<file path="src/rtl/alu_exec_unit.sv">
// -----------------------------------------------------------------------------
// alu_exec_unit
//   Execute-stage ALU. Logic and arithmetic operations complete in one cycle.
//   Shifts move one bit position per cycle behind a start/busy/done handshake.
//   Result and flags are registered and change only when done is issued.
//
// Ports:
//   clk            system clock, rising edge
//   rst            asynchronous, active-high reset
//   start          operation request, sampled only while idle
//   AluControlLine 4-bit operation code from the ALU control decoder
//   a, b           operands; b[SHW-1:0] is the shift amount for shifts
//   busy           high while a shift is in flight
//   done           one-cycle pulse: result and flags are valid
//   result         registered result, held until the next completion
//   zero           result == 0
//   carry          carry-out / no-borrow / last bit shifted out
//   sign           result MSB
//   overflow       signed overflow for ADD/SUB (only with ALU_OVF_EN)
//
// Build option:
//   ALU_OVF_EN     when defined, adds the overflow output and its logic.
// -----------------------------------------------------------------------------
module alu_exec_unit #(
    parameter int WIDTH = 32,
    parameter int SHW   = 5
) (
    input  logic             clk,
    input  logic             rst,
    input  logic             start,
    input  logic [3:0]       AluControlLine,
    input  logic [WIDTH-1:0] a,
    input  logic [WIDTH-1:0] b,
    output logic             busy,
    output logic             done,
    output logic [WIDTH-1:0] result,
    output logic             zero,
    output logic             carry,
    output logic             sign
`ifdef ALU_OVF_EN
    ,
    output logic             overflow
`endif
);

    localparam logic [3:0] OP_ADD = 4'b0000;
    localparam logic [3:0] OP_SUB = 4'b0001;
    localparam logic [3:0] OP_AND = 4'b0010;
    localparam logic [3:0] OP_OR  = 4'b0011;
    localparam logic [3:0] OP_XOR = 4'b0100;
    localparam logic [3:0] OP_NOR = 4'b0101;
    localparam logic [3:0] OP_SLL = 4'b0110;
    localparam logic [3:0] OP_SRL = 4'b0111;
    localparam logic [3:0] OP_SRA = 4'b1000;

    // Compact shift-kind code kept for the duration of a shift, so the
    // opcode input is free to change once the operation is accepted.
    localparam logic [1:0] SK_SLL = 2'd0;
    localparam logic [1:0] SK_SRL = 2'd1;
    localparam logic [1:0] SK_SRA = 2'd2;

    typedef enum logic [0:0] {
        ST_IDLE  = 1'b0,
        ST_SHIFT = 1'b1
    } state_t;

    state_t           state;
    state_t           state_nxt;
    logic [WIDTH-1:0] shreg;
    logic [WIDTH-1:0] shreg_nxt;
    logic [SHW-1:0]   cnt;
    logic [SHW-1:0]   cnt_nxt;
    logic [1:0]       kind;
    logic [1:0]       kind_nxt;
    logic             done_nxt;
    logic [WIDTH-1:0] result_nxt;
    logic             carry_nxt;
    logic [SHW-1:0]   k_in;
    logic             is_shift;
    logic [WIDTH:0]   onecyc;
    logic [WIDTH:0]   step;
`ifdef ALU_OVF_EN
    logic             ovf_nxt;
`endif

    // Single-cycle operations; returns {carry, result}.
    function automatic logic [WIDTH:0] alu_onecycle(
        input logic [3:0]       op,
        input logic [WIDTH-1:0] x,
        input logic [WIDTH-1:0] y
    );
        logic [WIDTH:0] ext;
        logic [WIDTH:0] ret;
        ext = {1'b0, x} - {1'b0, y};
        case (op)
            OP_ADD:  ret = {1'b0, x} + {1'b0, y};
            // MSB of the extended difference is the borrow; carry is its inverse.
            OP_SUB:  ret = {~ext[WIDTH], ext[WIDTH-1:0]};
            OP_AND:  ret = {1'b0, x & y};
            OP_OR:   ret = {1'b0, x | y};
            OP_XOR:  ret = {1'b0, x ^ y};
            OP_NOR:  ret = {1'b0, ~(x | y)};
            default: ret = {1'b0, x};
        endcase
        return ret;
    endfunction

`ifdef ALU_OVF_EN
    // Signed overflow for ADD/SUB judged from operand and result signs.
    function automatic logic ovf_calc(
        input logic [3:0]       op,
        input logic [WIDTH-1:0] x,
        input logic [WIDTH-1:0] y
    );
        logic [WIDTH-1:0] s;
        logic             v;
        case (op)
            OP_ADD: begin
                s = x + y;
                v = (x[WIDTH-1] == y[WIDTH-1]) && (s[WIDTH-1] != x[WIDTH-1]);
            end
            OP_SUB: begin
                s = x - y;
                v = (x[WIDTH-1] != y[WIDTH-1]) && (s[WIDTH-1] != x[WIDTH-1]);
            end
            default: begin
                s = {WIDTH{1'b0}};
                v = 1'b0;
            end
        endcase
        return v;
    endfunction
`endif

    // One shift step; returns {bit shifted out, new value}.
    function automatic logic [WIDTH:0] shift_step(
        input logic [1:0]       k,
        input logic [WIDTH-1:0] v
    );
        logic [WIDTH:0] ret;
        case (k)
            SK_SLL:  ret = {v[WIDTH-1], v[WIDTH-2:0], 1'b0};
            SK_SRL:  ret = {v[0], 1'b0, v[WIDTH-1:1]};
            SK_SRA:  ret = {v[0], v[WIDTH-1], v[WIDTH-1:1]};
            default: ret = {1'b0, v};
        endcase
        return ret;
    endfunction

    assign k_in     = b[SHW-1:0];
    assign is_shift = (AluControlLine == OP_SLL) || (AluControlLine == OP_SRL) ||
                      (AluControlLine == OP_SRA);
    assign onecyc   = alu_onecycle(AluControlLine, a, b);
    assign step     = shift_step(kind, shreg);
    assign busy     = (state == ST_SHIFT);

    // State register.
    always_ff @(posedge clk or posedge rst) begin
        if (rst) begin
            state <= ST_IDLE;
        end else begin
            state <= state_nxt;
        end
    end

    // Next-state logic: only a nonzero shift leaves IDLE.
    always_comb begin
        state_nxt = state;
        case (state)
            ST_IDLE: begin
                if (start && is_shift && (k_in != {SHW{1'b0}})) begin
                    state_nxt = ST_SHIFT;
                end else begin
                    state_nxt = ST_IDLE;
                end
            end
            ST_SHIFT: begin
                if (cnt == SHW'(1)) begin
                    state_nxt = ST_IDLE;
                end else begin
                    state_nxt = ST_SHIFT;
                end
            end
            default: state_nxt = ST_IDLE;
        endcase
    end

    // Output/datapath next values; everything holds unless an operation completes.
    always_comb begin
        done_nxt   = 1'b0;
        result_nxt = result;
        carry_nxt  = carry;
        shreg_nxt  = shreg;
        cnt_nxt    = cnt;
        kind_nxt   = kind;
`ifdef ALU_OVF_EN
        ovf_nxt    = overflow;
`endif
        case (state)
            ST_IDLE: begin
                if (start) begin
                    if (is_shift) begin
                        if (k_in == {SHW{1'b0}}) begin
                            done_nxt   = 1'b1;
                            result_nxt = a;
                            carry_nxt  = 1'b0;
`ifdef ALU_OVF_EN
                            ovf_nxt    = 1'b0;
`endif
                        end else begin
                            shreg_nxt = a;
                            cnt_nxt   = k_in;
                            case (AluControlLine)
                                OP_SLL:  kind_nxt = SK_SLL;
                                OP_SRL:  kind_nxt = SK_SRL;
                                default: kind_nxt = SK_SRA;
                            endcase
                        end
                    end else begin
                        done_nxt   = 1'b1;
                        result_nxt = onecyc[WIDTH-1:0];
                        carry_nxt  = onecyc[WIDTH];
`ifdef ALU_OVF_EN
                        ovf_nxt    = ovf_calc(AluControlLine, a, b);
`endif
                    end
                end else begin
                    done_nxt = 1'b0;
                end
            end
            ST_SHIFT: begin
                shreg_nxt = step[WIDTH-1:0];
                cnt_nxt   = cnt - SHW'(1);
                // Last step: publish the shifted value and the bit that fell out.
                if (cnt == SHW'(1)) begin
                    done_nxt   = 1'b1;
                    result_nxt = step[WIDTH-1:0];
                    carry_nxt  = step[WIDTH];
`ifdef ALU_OVF_EN
                    ovf_nxt    = 1'b0;
`endif
                end else begin
                    done_nxt = 1'b0;
                end
            end
            default: done_nxt = 1'b0;
        endcase
    end

    // Datapath and output registers; zero/sign follow the new result only on done.
    always_ff @(posedge clk or posedge rst) begin
        if (rst) begin
            done     <= 1'b0;
            result   <= {WIDTH{1'b0}};
            zero     <= 1'b0;
            carry    <= 1'b0;
            sign     <= 1'b0;
            shreg    <= {WIDTH{1'b0}};
            cnt      <= {SHW{1'b0}};
            kind     <= SK_SLL;
`ifdef ALU_OVF_EN
            overflow <= 1'b0;
`endif
        end else begin
            done   <= done_nxt;
            result <= result_nxt;
            carry  <= carry_nxt;
            shreg  <= shreg_nxt;
            cnt    <= cnt_nxt;
            kind   <= kind_nxt;
`ifdef ALU_OVF_EN
            overflow <= ovf_nxt;
`endif
            if (done_nxt) begin
                zero <= (result_nxt == {WIDTH{1'b0}});
                sign <= result_nxt[WIDTH-1];
            end
        end
    end

endmodule

</file>
<file path="config.mk">
export PLATFORM = sky130hd
export DESIGN_NAME = alu_exec_unit
export DESIGN_NICKNAME = d
export VERILOG_FILES = /design/src/rtl/alu_exec_unit.sv
export SDC_FILE = /design/constraint.sdc
export NUM_CORES = 1
export LEC_CHECK = 0
export ABC_AREA = 1
export CAP_MARGIN = 20
export CELL_PAD_IN_SITES_DETAIL_PLACEMENT = 1
export CELL_PAD_IN_SITES_GLOBAL_PLACEMENT = 1
export CORE_MARGIN = 4
export CORE_UTILIZATION = 30
export DETAILED_ROUTE_END_ITERATION = 8
export PLACE_DENSITY = 0.72
export SLEW_MARGIN = 5
export SYNTH_ARGS = -nofsm -noshare
export SYNTH_HDL_FRONTEND = slang
export SYNTH_SLANG_ARGS = --single-unit
</file>
<file path="constraint.sdc">
create_clock -name clk -period 3.81 [get_ports clk]
set_clock_uncertainty 0.2 [all_clocks]
set_input_delay 1.143 -clock clk [delete_from_list [all_inputs] [get_ports clk]]
set_output_delay 1.143 -clock clk [all_outputs]
set_load 0.1 [all_outputs]
</file>
After elaboration in Yosys (flattened, before gate mapping) --
Index checks and enable logic that the tools add are counted.
Operators by class: bitwise gates (word level) 7, reductions and logical operators 12, eq/ne operators 16, mux-type cells 29, add/subtract/negate cells 3
Operator list (number):
- 32-bit 2-to-1 mux | 7
- 33-bit one-hot mux with 6 select lines | 1
- 32-bit one-hot mux with 2 select lines | 2
- 33-bit one-hot mux with 3 select lines | 1
- 32-bit by 32-bit adder with 33-bit output | 1
- 32-bit by 32-bit subtractor with 33-bit output | 1
- 32-bit bitwise AND | 1
- 32-bit zero test | 1
- 32-bit inverter | 1
- 32-bit OR | 1
- 32-bit bitwise XOR | 1
- 4-bit by 3-bit equality test with 1-bit output (second input constant) | 4
- 5-bit 2-to-1 mux | 3
- 1-bit 2-to-1 mux | 10
- 5-bit one-hot mux with 2 select lines | 1
- 4-bit by 2-bit equality test with 1-bit output (second input constant) | 2
- 2-bit != test (second input constant) | 3
- 1-bit one-hot mux with 2 select lines | 3
- 3-bit AND reduction | 2
- 5-bit by 1-bit equality test with 1-bit output (second input constant) | 1
- 5-bit zero test | 1
- 5-bit nonzero test | 1
- 5-bit by 1-bit subtractor with 5-bit output (second input constant) | 1
- 4-bit by 1-bit equality test with 1-bit output (second input constant) | 1
- other kinds (12) | 16
Word-level totals: input bits 71, output and inout port bits 37, word-level logic and storage cells 76, register bits after elaboration 76

Depth between registers and ports, before layout --
Gate-level depths: netlist of the first run.
depth in word-level cells 7, depth in mapped cells 24

Worst setup path before layout of the first run --
Ideal clock, no wire load.
kind input to register, start input a[0], end register zero, data arrival time 3103 ps, cell stages on the path 24, path slack 440 ps, library setup time 68 ps, data required time 3542 ps, cells stage by stage ha_1 > inv_1 > fa_1 > inv_1 > nand3_1 > nand2_2 > nand2_1 > nand2_1 > nand2_1 > nand2_1 > nand2_1 > nand2_1 > nand2_1 > nand3_1 > nand3_1 > nand2_1 > nand2_1 > nand2_1 > nand2_1 > nor2_1 > nand2_1 > nor2_1 > nand4_1 > nand2_1
On the way: elaborated cells between the ends (all ways) 12, those cells by class add/sub: 2; mux: 5; bitwise: 4; reduce/logical: 1
RTL lines:
- start: declaration | RTL line 32 | input logic [WIDTH-1:0] a,
- 32-bit by 32-bit subtractor with 33-bit output / 32-bit by 32-bit adder with 33-bit output (equally long branches) | RTL line 94, 96
- 33-bit one-hot mux with 6 select lines (*) | RTL line 95 | case (op)
- 32-bit 2-to-1 mux (*) | RTL line 202 | if (is_shift) begin
- 32-bit 2-to-1 mux (*) | RTL line 201 | if (start) begin
- 32-bit one-hot mux with 2 select lines (*) | RTL line 199 | case (state)
- net result_nxt[30] | RTL line 76 | logic [WIDTH-1:0] result_nxt;
- 32-bit zero test (*) | RTL line 275 | zero <= (result_nxt == {WIDTH{1'b0}});
- end signal: assignment | RTL line 275
- end: declaration | RTL line 37 | output logic zero,
The timed path passes the listed nets; every way through them passes the cells marked *. A chain may end at the register's enable or synchronous reset.

Worst setup path in the final report of the first run --
start input AluControlLine[3], end register zero
On the way: longest elaborated chain between the ends 7, elaborated cells between the ends (all ways) 19, those cells by class eq/ne: 8; mux: 7; reduce/logical: 4
RTL lines:
- start: declaration | RTL line 31 | input logic [3:0] AluControlLine,
- branches (longest 7 deep; another with 33-bit one-hot mux with 6 select lines)
Several ways; the timed one is not identified.

==> flow_summary.json, run 1 <==
{
  "path_common_cell": "nand2_1",
  "worst_slew_pin_slew_ps": 1020,
  "status": "completed",
  "multi_input_area_sq_um": 9720,
  "vias": 16785,
  "num-nets-final": 2807,
  "ios": 108,
  "routed_wl_um": 67700,
  "synth-seq-area-share_pct": 16.0,
  "syn_inst": 2120,
  "insertion_delay_ps": 350,
  "synth-seq-cells": 76,
  "maxSlewHeadroom_pct": 31.7,
  "slowest_delay_ps": 590,
  "die_y_um": 207,
  "ys_types": 46,
  "grt_overflow": 0,
  "finalCoreUtilization_pct": 48.1,
  "die_w_um": 207,
  "initial_core_util_pct": 30.6,
  "syn_area_sq_um": 11900,
  "avgSynthCellArea_sq_um": 5.62,
  "holdCritPathClass": "reg2reg",
  "cp_max_fo": 11,
  "layout.area.seq_sq_um": 1900,
  "ant_nets": 0,
  "gp_congestion": 1.00,
  "start_kind": "input port",
  "max_freq_mhz": 268,
  "grt_pass1_vias": 17349,
  "ir_drop_mv": 0.554,
  "port_buffers": 107,
  "layout_min_cycle_time_ps": 3730,
  "nFillCells": 5240,
  "drc": 0,
  "cp.required_ps": 3900,
  "rows": 72,
  "setup_viol": 0,
  "grt_use_total_pct": 29.4,
  "grt_first_pass_wirelength_um": 100000,
  "diodes": 0,
  "ctsLongestPathBuffers": 2,
  "min_period_over_period_pct": 97.9,
  "dpl_cell_area_sq_um": 16500,
  "p_leak_uw": 0.00998,
  "synth_fp_nets": 2300,
  "cts_sinks": 76,
  "hpwl_um": 54800,
  "antenna_found_initial": 0,
  "placedCellCount": 3095,
  "cts.htree.levels": 3,
  "layoutNonFillerInstCount": 3148,
  "via_per_inst": 5.33,
  "ys.warnings.count": 0,
  "slew_violations": 0,
  "powerDensity_nw_per_um2": 448,
  "core_sq_um": 38900,
  "cts_tree": "done",
  "firstDrtPassIters": 5,
  "postLayoutSetupSlackWorst_ps": 79.9,
  "wl_per_cell_um": 21.5,
  "clk_pin_slew_worst_paths_ps": 60,
  "crit_chain": "clkdlybuf4s50_1 -> nor2_1 -> nand2_1 -> buf_12 -> buf_6 -> o22ai_1 -> nor2_1 -> nand4_1 -> nand2_1 -> nand2_1 -> nand2_2 -> nand3_4 -> nor2_4 -> nand2_1 -> nor2_4 -> nand4_1 -> nand2_1",
  "cts_root_buf": "clkbuf_16",
  "hold_viol_final": 0,
  "cts_buffers": 9,
  "die_area_sq_um": 43000,
  "crit_slowest_cell": "clkdlybuf4s50_1",
  "drt-initial-drc-count": 1123,
  "cp_data_arrival_time_ps": 3820,
  "drive_gt1_share_pct": 35.9,
  "timing.hold.ws_ps": 293,
  "drv_cap": 0,
  "end_kind": "flip-flop",
  "crit_type": "in2reg",
  "postLayoutCellArea_sq_um": 18700,
  "pre_cts_ws_ps": -891,
  "grt_start_max_net_pins": 45,
  "syn2layout_area_growth_pct": 57.3
}
[area by class of cell]
type / instances / share of cell area [%]
clock buffers: 12 / 1.42
clock inverters: 2 / 0.0534
inverters: 392 / 7.89
multi-input cells: 1569 / 51.9
flip-flops and latches: 76 / 10.2
well taps: 518 / 3.46
repair buffers: 579 / 25.1
[layout by cell type, fill, tap and decap left out, types with 21 or more instances in the layout]
master	instances
a21oi_1	110
a21oi_2	33
a22oi_1	21
buf_4	491
dfrtp_1	76
dlymetal6s2s_1	27
ha_1	69
ha_4	30
inv_1	322
inv_2	66
nand2_1	532
nand2_2	103
nand2_4	24
nand3_1	133
nand3_2	36
nand4_1	25
nor2_1	126
nor2_2	49
nor2_4	37
o21ai_0	62
o221ai_1	30
o22ai_1	56
[per-stage QoR]
| step | setup TNS (ps) | power, uW |
|---|---|---|
| after floorplan | 0 | 4870 |
| after global placement | -11110 | 6810 |
| after detailed placement | -12260 | 6960 |
| after CTS | 0 | 8020 |
| after global routing | -69.5 | 8880 |
| final | 0 | 8400 |
[registers in the layout, indices dropped and copies added (netlist names)]
register and flops:
zero 1, result 32, sign 1, kind 2
done 1, cnt 5, busy 1, carry 1
shreg 32
[worst max-delay path, delay by kind of cell]
kind | cells | cell delay, ps
AND/OR/NAND/NOR | 13 | 1630
AO/OA/AOI/OAI | 1 | 110
buffers and inverters | 3 | 930
[repair_timing]
action | 4_1_cts | 5_1_grt
setup buffers | 14 | 25
pin swaps | 47 | 105
hold buffers | 0 | 0
setup endpoints to repair | 20 | 4
gates resized for setup | 271 | 297
gates cloned | 0 | 0
[worst paths after layout]
check / from / endpoint / slack, ps / cells after the start
min: sign / sign / 290 / 2
max in group asynchronous: rst / shreg[19] / 1740 / 3
max: AluControlLine[3] / zero / 80 / 17
min in group asynchronous: rst / shreg[7] / 1020 / 2
max reg2reg: kind[0] / zero / 760 / 12
min reg2reg: sign / sign / 290 / 2
[logic make-up (layout without fill, tap and decap cells)]
logic type / count (synthesis) / after routing / synth area share, %
fa+ha+maj: 109 / 109 / 11.6
compound gates: 372 / 372 / 18.9
buf+inv: 475 / 985 / 15.9
simple gates: 1087 / 1087 / 37.5
flops: 76 / 76 / 16.0
mux: 1 / 1 / 0.0945
[power breakdown]
group | leakage, uW | switching, uW | internal (uW)
logic | 0.00890 | 4090 | 1940
registers | 0.000937 | 371 | 1180
clock network | 0.000140 | 343 | 485
[metal layers]
metal	GRT usage [%]	wire, um	up-vias	part of all wire (%)
met2	51.5	32900	578	49
met3	3.26	3270	157	4.8
met1	36.9	28000	8248	41
li1	-	-	7802	-
met5	0	0	-	0
met4	12.1	3530	0	5.2
[Yosys cell counts, drive strengths merged]
library cell | count | area [sq um]
nand2 | 659 | 2500
inv | 391 | 1470
nor2 | 212 | 811
nand3 | 172 | 876
a21oi | 146 | 749
ha | 107 | 1340
dfrtp | 76 | 1900
o21ai | 72 | 360
o22ai | 56 | 350
buf | 49 | 300
clkbuf | 34 | 128
o221ai | 30 | 263
nand4 | 25 | 156
a22oi | 21 | 158
o211ai | 16 | 120
nor3 | 9 | 55.1
a221oi | 7 | 67.6
a211oi | 6 | 45.0
a31oi | 5 | 31.3
and2 | 5 | 31.3
a22o | 3 | 26.3
o2111ai | 3 | 26.3
o21bai | 3 | 22.5
and3 | 2 | 12.5
fa | 2 | 40.0
o31ai | 2 | 15.0
a2111oi | 1 | 15.0
a21o | 1 | 7.51
clkinv | 1 | 3.75
mux2 | 1 | 11.3
nand3b | 1 | 7.51
nor4 | 1 | 6.26
or2 | 1 | 6.26
Note: power is estimated with default switching activity, not from simulation.
==> run 2, diff against run 1 <==
--- a/config.mk
+++ b/config.mk
@@ -12,7 +12,9 @@
 export CORE_MARGIN = 4
 export CORE_UTILIZATION = 30
 export DETAILED_ROUTE_END_ITERATION = 8
+export GPL_ROUTABILITY_DRIVEN = 0
 export PLACE_DENSITY = 0.72
+export RECOVER_POWER = 100
 export SLEW_MARGIN = 5
 export SYNTH_ARGS = -nofsm -noshare
 export SYNTH_HDL_FRONTEND = slang
==> run 2 against run 1 <==
Net effect: sequential power hardly changed; cell area decreased by 3.4%; final cell count decreased by 1.2%; global-route usage is 0.54 points lower; non-clock buffer count fell by 39; critical path depth grew 4; critical endpoint unchanged; largest cell class unchanged; highest routed layer unchanged.
==> flow_summary.json, run 2 (synthesis gave the netlist of run 1 again) <==
{
  "cp_max_fo": 4,
  "port_buffers": 107,
  "cp_data_arrival_time_ps": 3870,
  "intPower_uw": 3320,
  "start_kind": "input port",
  "layout_commonest_cell": "nand2_1",
  "top_regs": "result (32), shreg (32), cnt (5)",
  "num-nets-final": 2768,
  "vias": 17102,
  "drv_cap": 0,
  "crit_type": "in2reg",
  "combPwrFrac_pct": 70.9,
  "antenna_found_initial": 0,
  "hold_viol_final": 0,
  "grt_start_max_net_pins": 60,
  "drive_gt1_share_pct": 32.2,
  "ant_nets": 0,
  "multi_input_area_sq_um": 9560,
  "grt_first_pass_wirelength_um": 99300,
  "layout_common_cells": "543 x nand2_1, 420 x buf_4, 326 x inv_1, 139 x nand3_1, 134 x nor2_1",
  "hpwl_um": 52600,
  "status": "completed",
  "power_frac_clock_pct": 10.0,
  "die_y_um": 207,
  "cts_buffers": 9,
  "powerDensity_nw_per_um2": 444,
  "cts_sinks": 76,
  "core_sq_um": 38900,
  "p_leak_uw": 0.00956,
  "grt_pass1_vias": 17719,
  "via_per_inst": 5.50,
  "die_area_sq_um": 43000,
  "nFillCells": 5198,
  "postCtsHoldBufs": 0,
  "cts_root_buf": "clkbuf_16",
  "insertion_delay_ps": 350,
  "die_w_um": 207,
  "end_kind": "flip-flop",
  "maxSlewHeadroom_pct": 20.0,
  "firstDrtPassIters": 5,
  "switching_share_pct": 58.7,
  "holdCritPathClass": "reg2reg",
  "diodes": 0,
  "drc": 0,
  "grt_use_total_pct": 28.9,
  "p_total_uw": 8040,
  "ir_drop_mv": 0.730,
  "grt_overflow": 0,
  "cts.htree.levels": 3,
  "slew_violations": 0,
  "wl_per_cell_um": 21.4,
  "timing.setup.tns_ps": 0,
  "rows": 72,
  "routed_wl_um": 66600,
  "ctsLongestPathBuffers": 2,
  "setup_viol": 0,
  "drt-initial-drc-count": 1389,
  "layout.area.seq_sq_um": 1900,
  "initial_core_util_pct": 30.6,
  "clk_pin_slew_worst_paths_ps": 60,
  "worst_slew_pin_slew_ps": 1200,
  "min_period_over_period_pct": 99.3,
  "cts_tree": "done",
  "cp.required_ps": 3890,
  "syn2layout_area_growth_pct": 51.9,
  "power.switching_uw": 4720,
  "max_freq_mhz": 264,
  "layout_min_cycle_time_ps": 3780,
  "p_seq_share_pct": 19.1,
  "ios": 108
}
-- run 2: worst paths after layout --
check | start | end | slack (ps) | cells past startpoint
min in group asynchronous | rst | result[2] | 1170 | 2
max in group asynchronous | rst | result[19] | 870 | 3
max reg2reg | kind[0] | zero | 820 | 12
min | sign | sign | 290 | 2
min reg2reg | sign | sign | 290 | 2
max | a[5] | zero | 30 | 21
-- run 2: timing repair --
| item | CTS | global route |
|---|---|---|
| pin swaps | 49 | 65 |
| setup endpoints to repair | 17 | 5 |
| resized for setup | 271 | 242 |
| setup buffers | 11 | 13 |
-- run 2: area by class of cell --
cell class                 instances  area share (%)
tap                              518            3.58
multi-input combinational       1569            52.8
timing repair buffer             540            23.5
inverter                         392            8.14
sequential                        76            10.5
clock inverter                     7           0.242
clock buffer                       9            1.24
-- run 2: routing by layer --
metal / vias to the layer above / track usage, % / routed length, um
met3: 254 / 3.49 / 4450
li1: 7730 / - / -
met2: 811 / 48.3 / 30400
met4: 0 / 15.7 / 4930
met5: - / 0 / 0
met1: 8307 / 36.3 / 26800
-- run 2: power by group through the flow --
| stage | Clock [uW] | Sequential, uW | Combinational, uW |
|---|---|---|---|
| 2_1_floorplan | 0 | 2770 | 2100 |
| 3_3_place_gp | 0 | 1520 | 5210 |
| 3_5_place_dp | 0 | 1530 | 5380 |
| 4_1_cts | 814 | 1520 | 5610 |
| 5_1_grt | 859 | 1570 | 6080 |
| 6_report | 803 | 1540 | 5700 |
-- run 2: stage by stage --
step | hold WS [ps] | cell area [sq um] | worst slack, ps | utilization, % | instances
2_1_floorplan | 259 | 11900 | 440 | - | 2120
3_3_place_gp | 268 | 16300 | -706 | 42.0 | 3071
3_5_place_dp | 277 | 16300 | -795 | 42.0 | 3071
4_1_cts | 298 | 17500 | 1.17 | 45.0 | 3098
5_1_grt | 328 | 18100 | -55.0 | 46.5 | 3111
6_report | 291 | 18100 | 25.5 | 46.5 | 3111
-- run 2: critical path, cell delays in order --
cell	delay [ps]
dlygate4sd2_1	280
inv_2	90
ha_4	320
buf_4	130
inv_2	40
nand2_1	70
nand2_2	80
buf_4	140
a21oi_2	150
nand3_1	120
nand3_1	130
nand4_1	190
nand2_1	110
nand2_1	60
a21oi_2	160
nand3_2	90
nor2_2	140
nand2_1	100
nor2_4	140
nand4_1	100
nand2_1	70
==> run 3, diff against run 2 <==
--- a/config.mk
+++ b/config.mk
@@ -11,6 +11,7 @@
 export CELL_PAD_IN_SITES_GLOBAL_PLACEMENT = 1
 export CORE_MARGIN = 4
 export CORE_UTILIZATION = 30
+export CTS_BUF_LIST = sky130_fd_sc_hd__clkbuf_16
 export DETAILED_ROUTE_END_ITERATION = 8
 export GPL_ROUTABILITY_DRIVEN = 0
 export PLACE_DENSITY = 0.72
==> results of run 3 <==
Same layout as run 2: the final DEF is identical, and so are final timing and power.
==> RTL edit (settings of run 1) <==
Change the parameter `SHW` from 5 to 6.
--- a/src/rtl/alu_exec_unit.sv
+++ b/src/rtl/alu_exec_unit.sv
@@ -23,7 +23,7 @@
 // -----------------------------------------------------------------------------
 module alu_exec_unit #(
     parameter int WIDTH = 32,
-    parameter int SHW   = 5
+    parameter int SHW   = 6
 ) (
     input  logic             clk,
     input  logic             rst,
Formal check against the unedited RTL: not equivalent (a bounded check fails within 4 cycles, from zero or initial values and one cycle with rst high).
==> RTL edit against run 1 <==
  * Register-to-register slack lost 0.15 ns
  * Critical path depth is the same
  * Sequential cell count grew 1
  * Routed wire length grew 5.4%
  * Synthesized cell count grew 0.19%
  * Worst setup slack lost 0.060 ns
  * Cell area grew 3.8%
  * Power shrank 0.28%
  * Via count grew 2.5%
  * Highest routed layer unchanged
  * Synthesized area grew 0.29%
==> RTL edit: results (changes against run 1) <==
Parameter                              Value

Detailed routing
  Met2 Routed Length    34100 um (was 32900 um)
  Total via count in the routed design    17209 (was 16785)
  Met3 wirelength from detailed routing    3670 um (was 3270 um)
  Top layer used by detailed routing    met4 (unchanged)
  Routed wire length    71400 um (was 67700 um)
  Count of routing violations after the opening detailed-route iteration    1384 (was 1123)
  Wl on met1    29500 um (was 28000 um)

Outcome
  Status    finished, final reports clean (unchanged)

Layout
  Number of filler instances in the final layout    5210 (was 5240)
  Count of non-filler cells in the finished layout    3227 (was 3148)
  Leading registers by flop count    result x32, shreg x32, cnt x6 (was result x32, shreg x32, cnt x5)
  Layout cell share with drive strength beyond 1    0.396 (was 0.359)
  Total number of nets in the final design    2885 (was 2807)

Global routing
  Met1 demand-to-capacity share in global routing    0.390 (was 0.369)
  GR met3 Demand/Resource    0.0305 (was 0.0326)
  Total Routing Usage GR    0.313 (was 0.294)
  Pin count of the biggest net entering global routing    46 (was 45)
  Wire length of the first global-routing pass    106000 um (was 100000 um)
  Number of global-route vias before repair    18194 (was 17349)
  Met2 Use GR    0.547 (was 0.515)

Power and ir drop
  Maximum resistive drop on vdd    0.297 mV (was 0.554 mV)
  Leakage dissipation    10.2 nW (was 9.98 nW)

Synth
  Compound-Gate Fraction of Synth Area    0.193 (was 0.189)
  Sequential cell area fraction in the yosys report    0.161 (was 0.160)
  Mux share of post-synthesis cell area    0 (was 0.000945)
  Most instantiated cells after synthesis    669 x nand2_1, 353 x inv_1, 217 x nor2_1, 158 x nand3_1, 145 x a21oi_1 (was 654 x nand2_1, 385 x inv_1, 206 x nor2_1, 169 x nand3_1, 143 x a21oi_1)
  Post-synth cell types    44 (was 46)
  Biggest area contributors in the synthesized netlist    nand2_1 21%, dfrtp_1 16%, ha_1 11% (was nand2_1 21%, dfrtp_1 16%, inv_1 12%)
  Adder-cell share of the synthesized area    0.115 (was 0.116)
  Gate count after technology mapping    2124 (was 2120)
  Number of nets in the synthesized netlist    2304 (was 2300)
  Number of warnings reported in the yosys synthesis log    0 (unchanged)

STA
  Worst Tran Pin Value    0.838 ns (was 1.02 ns)

Setup path
  CP max stage cell    clkdlybuf4s50_1 (unchanged)
  Data arrival, critical path    3.83 ns (was 3.82 ns)
  Critical Path Max Stage Delay    0.46 ns (was 0.59 ns)
  R2r worst-path depth    15 (was 12)

Clock network
  Clock Root Buffer    clkbuf_16 (unchanged)

Placed design
  Post-place instance area    17100 um2 (was 16500 um2)
  Final RePlAce weighted congestion    1.04 (was 1.00)
  Detailed Place HPWL    57500 um (was 54800 um)
  Post-Place Setup Slack    -0.950 ns (was -0.891 ns)
## RTL edit: changes by cell type after synthesis, moves of 9 or more
cell / delta
nor2_1: +11
o21a_1: +21
nand3_1: -11
o22ai_1: -21
inv_1: -32
nand2_1: +15
buf_4: -9
## RTL edit: worst paths after layout
check	startpoint	to	slack, ns
setup / recovery	AluControlLine[2]	zero	0.02
hold / removal	sign	sign	0.30
setup reg to reg	cnt[1]	zero	0.61
hold reg to reg	sign	sign	0.30
max in group asynchronous	rst	shreg[21]	1.69
min in group asynchronous	rst	sign	1.07
## RTL edit: tightest hold or removal path, cell delays in order (launching register included)
cell     delay, ns
dfrtp_1       0.35
nand2_1       0.06
nand2_1       0.05
## RTL edit: logic make-up (layout without fill, tap and decap cells)
family | after synthesis | after routing
buffers and inverters | 447 | 1032
AO/OA/AOI/OAI | 380 | 380
AND/OR/NAND/NOR | 1111 | 1111
flip-flops | 77 | 77
adder cells (fa/ha/maj) | 109 | 109
## RTL edit: layout make-up
class	count	area, um2	share of cell area
Multi-Input combinational cell	1600	9950	0.512
Sequential cell	77	1930	0.0992
Clock inverter	5	75.1	0.00386
Inverter	368	1400	0.0719
Timing Repair Buffer	649	5200	0.268
Clock buffer	10	239	0.0123
Tap cell	518	648	0.0333
## RTL edit: repair_timing
item                                    CTS  global route
gates resized for setup                 389           262
pin swaps                                82           101
cloned                                    0             1
endpoints found under the setup margin   17             4
setup buffers                            16            22
## RTL edit: power by group
group | switching, mW | internal, mW
registers | 0.439 | 1.20
logic | 3.89 | 1.92
clock network | 0.349 | 0.585
## RTL edit: metrics by stage
step | hold slack, ns | util
after global placement | 0.281 | 0.439
after detailed placement | 0.288 | 0.439
after floorplan | 0.289 | -
after CTS | 0.303 | 0.480
after global routing | 0.346 | 0.498
final | 0.297 | 0.498
